### src/rtl/spi_tx_buffer.sv
// SPI-mode card-side response transmitter. Response bytes are queued in a small FIFO and
// serialised MSB first on DO. The idle FILL pattern is sent whenever no byte is queued.
module spi_tx_buffer #(
  parameter int unsigned DEPTH = 4,
  parameter logic [7:0]  FILL  = 8'hFF
) (
  input  logic                     CLK,
  input  logic                     reset_n,
  input  logic                     CS,
  input  logic                     IsInitialized,
  input  logic                     Align,
  input  logic [7:0]               Data,
  input  logic                     Load,
  output logic                     Full,
  output logic                     Empty,
  output logic [$clog2(DEPTH):0]   Level,
  output logic                     DO,
  output logic                     Sent
);

  localparam int unsigned AW = $clog2(DEPTH);

  logic [7:0]    mem [DEPTH];
  logic [AW-1:0] wptr_q, wptr_d;
  logic [AW-1:0] rptr_q, rptr_d;
  logic [AW:0]   level_q, level_d;
  logic [7:0]    sr_q, sr_d;
  logic [2:0]    cnt_q, cnt_d;
  logic          sent_q, sent_d;
  logic          from_fifo_q, from_fifo_d;
  logic          push, pop, boundary, full, empty;

  assign full     = (level_q == (AW+1)'(DEPTH));
  assign empty    = (level_q == '0);
  assign boundary = (cnt_q == 3'd7) || Align;

  always_comb begin
    wptr_d      = wptr_q;
    rptr_d      = rptr_q;
    level_d     = level_q;
    sr_d        = sr_q;
    cnt_d       = cnt_q;
    sent_d      = sent_q;
    from_fifo_d = from_fifo_q;
    push        = 1'b0;
    pop         = 1'b0;
    if (!IsInitialized) begin
      wptr_d      = '0;
      rptr_d      = '0;
      level_d     = '0;
      sr_d        = FILL;
      cnt_d       = '0;
      sent_d      = 1'b0;
      from_fifo_d = 1'b0;
    end else begin
      // Full is taken before any same-edge pop, so a Load while full is dropped.
      push = Load && !full;
      if (CS) begin
        cnt_d       = '0;
        sr_d        = FILL;
        from_fifo_d = 1'b0;
        sent_d      = 1'b0;
      end else if (boundary) begin
        if (!empty) begin
          sr_d        = mem[rptr_q];
          pop         = 1'b1;
          from_fifo_d = 1'b1;
        end else begin
          sr_d        = FILL;
          from_fifo_d = 1'b0;
        end
        cnt_d  = '0;
        sent_d = from_fifo_q;
      end else begin
        sr_d   = {sr_q[6:0], 1'b1};
        cnt_d  = cnt_q + 3'd1;
        sent_d = 1'b0;
      end
      if (push) wptr_d = wptr_q + AW'(1);
      if (pop)  rptr_d = rptr_q + AW'(1);
      unique case ({push, pop})
        2'b10:   level_d = level_q + (AW+1)'(1);
        2'b01:   level_d = level_q - (AW+1)'(1);
        default: level_d = level_q;
      endcase
    end
  end

  always_ff @(posedge CLK or negedge reset_n) begin
    if (!reset_n) begin
      wptr_q      <= '0;
      rptr_q      <= '0;
      level_q     <= '0;
      sr_q        <= FILL;
      cnt_q       <= '0;
      sent_q      <= 1'b0;
      from_fifo_q <= 1'b0;
    end else begin
      wptr_q      <= wptr_d;
      rptr_q      <= rptr_d;
      level_q     <= level_d;
      sr_q        <= sr_d;
      cnt_q       <= cnt_d;
      sent_q      <= sent_d;
      from_fifo_q <= from_fifo_d;
    end
  end

  // Storage needs no reset; occupancy is tracked by the pointers and level.
  always_ff @(posedge CLK) begin
    if (push) mem[wptr_q] <= Data;
  end

  assign Full  = full;
  assign Empty = empty;
  assign Level = level_q;
  assign DO    = sr_q[7];
  assign Sent  = sent_q;

endmodule

### config.mk
export PLATFORM = sky130hd
export DESIGN_NAME = spi_tx_buffer
export DESIGN_NICKNAME = d
export VERILOG_FILES = /design/src/rtl/spi_tx_buffer.sv
export SDC_FILE = /design/constraint.sdc
export NUM_CORES = 1
export LEC_CHECK = 0
export ABC_AREA = 1
export BUFFER_PORTS_ARGS = -buffer_cell sky130_fd_sc_hd__buf_4
export CORE_UTILIZATION = 55
export CTS_BUF_LIST = sky130_fd_sc_hd__clkbuf_4 sky130_fd_sc_hd__clkbuf_8
export DETAILED_ROUTE_END_ITERATION = 6
export PLACE_DENSITY = 0.82
export RECOVER_POWER = 100
export SYNTH_ARGS = -nofsm -noshare
export SYNTH_HDL_FRONTEND = slang
export SYNTH_SLANG_ARGS = --single-unit
### constraint.sdc
create_clock -name CLK -period 6.05 [get_ports CLK]
set_clock_uncertainty 0.2 [all_clocks]
set_input_delay 1.21 -clock CLK [delete_from_list [all_inputs] [get_ports CLK]]
set_output_delay 1.21 -clock CLK [all_outputs]
set_load 0.02 [all_outputs]
-- Word-level counts from Yosys, hierarchy flattened
Memory sizes are Yosys's and may differ from the RTL's.
Cells that the tools add are included.
- add/sub/neg operators: 5
- multiply operators: 0
- divide/modulo/power cells: 0
- order comparisons: 0
- equal/unequal tests: 8
- shift operators: 0
- mux-type cells: 26
- bitwise operators: 0
- reductions and logical operators: 4
- operators with widths (cell ; count):
    $mux W8 ; 4
    $mux W1 ; 13
    $mux W3 ; 4
    $mux W2 ; 4
    $add A3 B1 Y3 const B ; 2
    $eq A3 B3 Y1 const B ; 2
    $pmux W3 S2 ; 1
    $add A2 B1 Y2 const B ; 2
    $ne A2 B1 Y1 const B ; 2
    $logic_not A3 Y1 ; 1
    $ne A3 B1 Y1 const B ; 1
    $ne A3 B2 Y1 const B ; 1
    $sub A3 B1 Y3 const B ; 1
    $eq A2 B1 Y1 const B ; 1
    $eq A2 B2 Y1 const B ; 1
    $logic_and A1 B1 Y1 ; 1
    $logic_not A1 Y1 ; 1
    $logic_or A1 B1 Y1 ; 1
- bits in registers: 20
- bits in latches: 0
- bits in writable memories: 32
- ROM bits: 0
- input port bits: 14
- output and inout bits: 7
- logic and storage cells: 51
- memories: 1
- memories (name ; depth ; width ; read ports ; clocked after memory_dff ; wr ports ; line ; source):
    mem ; 4 ; 8 ; 1 ; 0 ; 1 ; 23 ; logic [7:0] mem [DEPTH];

-- Logic depth before layout (Yosys ltp)
- depth after elaboration: 8
- depth in mapped cells: 13
- gate-level depth less buffers: 13

-- Worst setup path after synthesis
Ideal clock, no wire load.
- kind: input-to-reg
- start: input port Align
- end: register level_q[2], in the netlist Level[2]
- setup time: 0.117 ns
- data arrival time: 2.351 ns
- required time: 5.733 ns
- slack: 3.382 ns
- stages on the path: 11
- buffers on the path: 0
- path through: nor2_1 -> nor2_2 -> nand2_2 -> nor2_2 -> fa_1 -> xor2_1 -> inv_1 -> nand2_1 -> nand2_1 -> nand2_1 -> nand2_1
- cells in the longest elaborated chain, start to end: 7
- elaborated cells between the ends (all ways): 9
- those cells by class: 3 x eq/ne; 5 x mux; 1 x reduce/logical
- ends and longest elaborated chain (what ; line ; source):
    start: declaration ; 11 ; input logic Align,
    $logic_or A1 B1 Y1 (*) ; 35 ; assign boundary = (cnt_q == 3'd7) || Align;
    $mux W1 (*) ; 63 ; end else if (boundary) begin
    $mux W1 (*) ; 58 ; if (CS) begin
    $mux W1 (*) ; 47 ; if (!IsInitialized) begin
    $eq A2 B1 Y1 or $eq A2 B2 Y1 (tied branches) ; 81 ; unique case ({push, pop})
    $pmux W3 S2 ; 81 ;
    $mux W3 ; 47 ;
    end signal: assignment ; 101 ; level_q <= level_d;
    end: declaration ; 26 ; logic [AW:0] level_q, level_d;
Every way passes the cells marked *; elsewhere a longest branch is shown, timed or not. The select of a mux whose other input is x is not followed.
A chain may end at the register's enable or synchronous reset.

-- Worst setup path in the final report
- start: register level_q[0], in the netlist Level[0]
- end: output port Full
- cells in the longest elaborated chain, start to end: 1
- ends and longest elaborated chain (what ; line ; source):
    $eq A3 B3 Y1 ; 33 ; assign full = (level_q == (AW+1)'(DEPTH));
    end: declaration ; 14 ; output logic Full,
Every way passes these cells.

==> results.txt <==
- Setup violations remaining at the end of the flow were counted as 0.
- Global routing finished with a remaining overflow of 0.
* Post-synthesis to final-layout area growth: 9.72%
- After detailed routing, the average wire length per cell comes to 14.5 um.
- Wire length of the first global-routing pass: 6470 um
- In the layout the commonest cells are nor2_1 (44), nand2_1 (33), edfxtp_1 (32).
- DRC errors left: 0
- Commonest non-fill, non-tap cell in the layout: nor2_1
- Sequential fraction of the synthesis area: 66.5%
* Critical path endpoint category: output pin
- The setup check on the worst reg-to-reg path leaves a slack of 3.63 ns.
- Maximum resistive drop on vdd: 0.196 mV
* Final period utilization: 46.9%
* Overall die area: 4280 um^2
* Diodes inserted: 0
- Number of buffers inserted by hold repair at cts: 0
- CTS saw 52 sinks.
* Class of the most critical hold timing path: flip-flop to flip-flop
- Pin placement for this block handled 21 I/O pins.
- Max-slew violation count: 0
* Largest cells by area after synthesis: edfxtp_1 (43%), dfrtp_1 (14%), dfstp_2 (9.5%)
* Pwr/cell area: 307 nW/um^2
- Mapped cell area: 2210 um^2
* Non-filler instance count after layout: 273
- The H-tree was split into 2 levels.
- Counting I/O delays and the setup requirement, the final critical path takes 2.84 ns.
* Standard cell core area: 3770 um^2
- The worst register-to-register path has a depth of 13.
* Layout net count: 245
* Initial Util: 58.7%
- The tree is rooted in a clkbuf_8.
- The startpoint identified for the worst register-to-register timing path is cnt_q[0]$_DFF_PN0_.
- GRT Overall Usage: 21.0%
* Die span in y: 65.4 um
- Post-DP HPWL: 2640 um
- Status: finished clean
* Number of max-cap violations: 0
* Setup TNS: 0 ns
- Number of buffers added for setup after CTS: 0
- During synthesis, Yosys emitted a total of 0 warnings.
* Share of power burned in combinational logic: 12.6%
* Cells after synthesis: 202
* Largest fanout on the critical path: 5
- The initial antenna violation count was 0.
- Number of placed instances with taps included: 265
- After the first detailed-routing iteration, the DRC count stood at 93.
- Of all flip-flops after synthesis, the portion carrying an async set or reset was 38.5%.
- When the netlist entered floorplanning its net count stood at 223.
- Sequential power share: 55.0%
- The worst register-to-register path ends at Level[2]$_DFFE_PN0P_.
* Register bit count reported by yosys: 52
- In this run the power spent charging and discharging nets is 0.192 mW.
- Die width: 65.4 um
- Hold wc startpoint: cnt_q[0]$_DFF_PN0_
* Data required, critical path: 4.64 ns
- Fraction of final layout cells sized beyond drive strength 1: 12.0%
- Summing over every cut layer, the via total after detailed routing is 1,446.
* Vias in the first global route: 1,400
* Kind of critical path: flip-flop to output pin
* Number of buffers added by the clock tree synthesis step: 5
- Slew Limit Headroom: 28.5%
- The count of nets left with antenna violations once routing finished came out at 0.
- The share of synthesized area in the top cell type comes to 43.4%.
* Most used flip-flop cell after synthesis: edfxtp_1
- Endpoint of the worst hold path: cnt_q[0]$_DFF_PN0_
* Total Wirelength: 3950 um
* Static leakage: 0.989 nW
* Number of rows in the core area: 22
* First drt pass iteration count: 4
- Synthesis instantiated 28 different standard cells from the library.
- Data arrives at the worst endpoint at 1.43 ns.
* Largest net degree at the start of global routing: 21
- Yosys top cell by area: edfxtp_1
- Deepest clock path buffer count: 2
- Setup repair after global routing left no endpoint under its margin.
- Type of origin of the critical path: flip-flop
- At the pin with the least slew margin, the transition time is 1.07 ns.
- TritonCTS clock tree: yes
- In this run, synthesis inferred 32 flip-flops with an integrated enable.
- Port buffering added 20 buffers.
* Clock power frac: 32.4%
- Cells on Worst Hold Path: 1
* Clock transition at the register clock pins on the worst setup and hold paths after CTS: 0.09 ns
- After detailed routing, the number of vias per cell comes to 5.30.
- Cell internal power dissipation: 0.554 mW
- On the final layout, the worst hold slack is 0.267 ns.
- Each instance of the synthesized netlist takes up on average 11.0 um^2.
* Number of hold violations in the final report: 0
* Switching share of power: 25.7%
- Static timing analysis puts the maximum clock frequency at 352 MHz.
- The number of gates resized after CTS was 0.
- Overall power consumption: 0.746 mW
* Final Wtd Congestion: 0.859
* Clock insertion delay at the later pin of the skew report: 0.30 ns
==> registers in the layout, summed over array words and instances (netlist names) <==
name	cells
Level	3
Sent	1
cnt_q	3
from_fifo_q	1
mem	32
rptr_q	2
sr_q	8
wptr_q	2
==> power groups by stage <==
| stage | Combinational [mW] | Clock [mW] | Sequential [mW] |
|---|---|---|---|
| 2_1_floorplan | 0.0670 | 0 | 0.417 |
| 3_3_place_gp | 0.0993 | 0 | 0.419 |
| 3_5_place_dp | 0.103 | 0 | 0.420 |
| 4_1_cts | 0.104 | 0.244 | 0.412 |
| 5_1_grt | 0.107 | 0.259 | 0.413 |
| 6_report | 0.0939 | 0.242 | 0.411 |
==> synthesized netlist by cell type, types with 3 or more instances <==
master / n
ha_1: 6
dfstp_2: 8
o21ai_0: 4
dfrtp_1: 12
nor3_1: 8
nand2_1: 33
nor2_1: 40
inv_1: 15
inv_2: 4
nand3_1: 4
edfxtp_1: 32
a21oi_1: 16
nor2_2: 3
==> worst max-delay path by stage <==
stage                           end  slack (ns)                  from  cells after the start
4_1_cts                       Empty        3.41  Level[0]$_DFFE_PN0P_                      4
2_1_floorplan  Level[2]$_DFFE_PN0P_        3.38                 Align                     11
6_report                       Full        3.21  Level[0]$_DFFE_PN0P_                      4
3_3_place_gp   Level[2]$_DFFE_PN0P_        3.20                 Align                     12
5_1_grt                        Full        3.08  Level[0]$_DFFE_PN0P_                      4
3_5_place_dp    mem[2][2]$_DFFE_PP_        3.12                  Load                      5
==> metal layers <==
| metal | wire, um | GRT usage [%] | vias to the layer above |
|---|---|---|---|
| met3 | 204 | 4.69 | 8 |
| met5 | 0 | 0 | - |
| met2 | 1890 | 33.8 | 48 |
| li1 | - | - | 702 |
| met1 | 1790 | 27.8 | 688 |
| met4 | 68 | 7.88 | 0 |
==> stage by stage <==
step | utilization [%] | cell area [um^2] | setup WS, ns
2_1_floorplan | - | 2210 | 3.38
3_3_place_gp | 63.4 | 2390 | 3.20
3_5_place_dp | 63.4 | 2390 | 3.12
4_1_cts | 66.5 | 2510 | 3.41
5_1_grt | 64.4 | 2430 | 3.08
6_report | 64.4 | 2430 | 3.21
==> final cells by class <==
type	count	area (um^2)
flip-flops and latches	52	1470
fillers	322	1340
multi-input cells	125	614
repair buffers	20	90.1
inverters	20	77.6
clock buffers	6	76.3
well taps	48	60.1
clock inverters	2	38.8
==> worst max-delay path: stages, from the launching register on <==
cell      delay (ns)
dfrtp_1         0.46
nor2_1          0.26
nand2_1         0.12
inv_1           0.07
clkbuf_1        0.22
==> cell families after synthesis <==
family,count (synthesis),share of synthesized area (%)
XOR/XNOR,2,0.792
buffers and inverters,25,4.92
flip-flops,52,66.5
AO/OA/AOI/OAI,23,5.54
adder cells (fa/ha/maj),7,4.30
AND/OR/NAND/NOR,93,18.0
No activity file was read; power rests on OpenSTA's default activity.
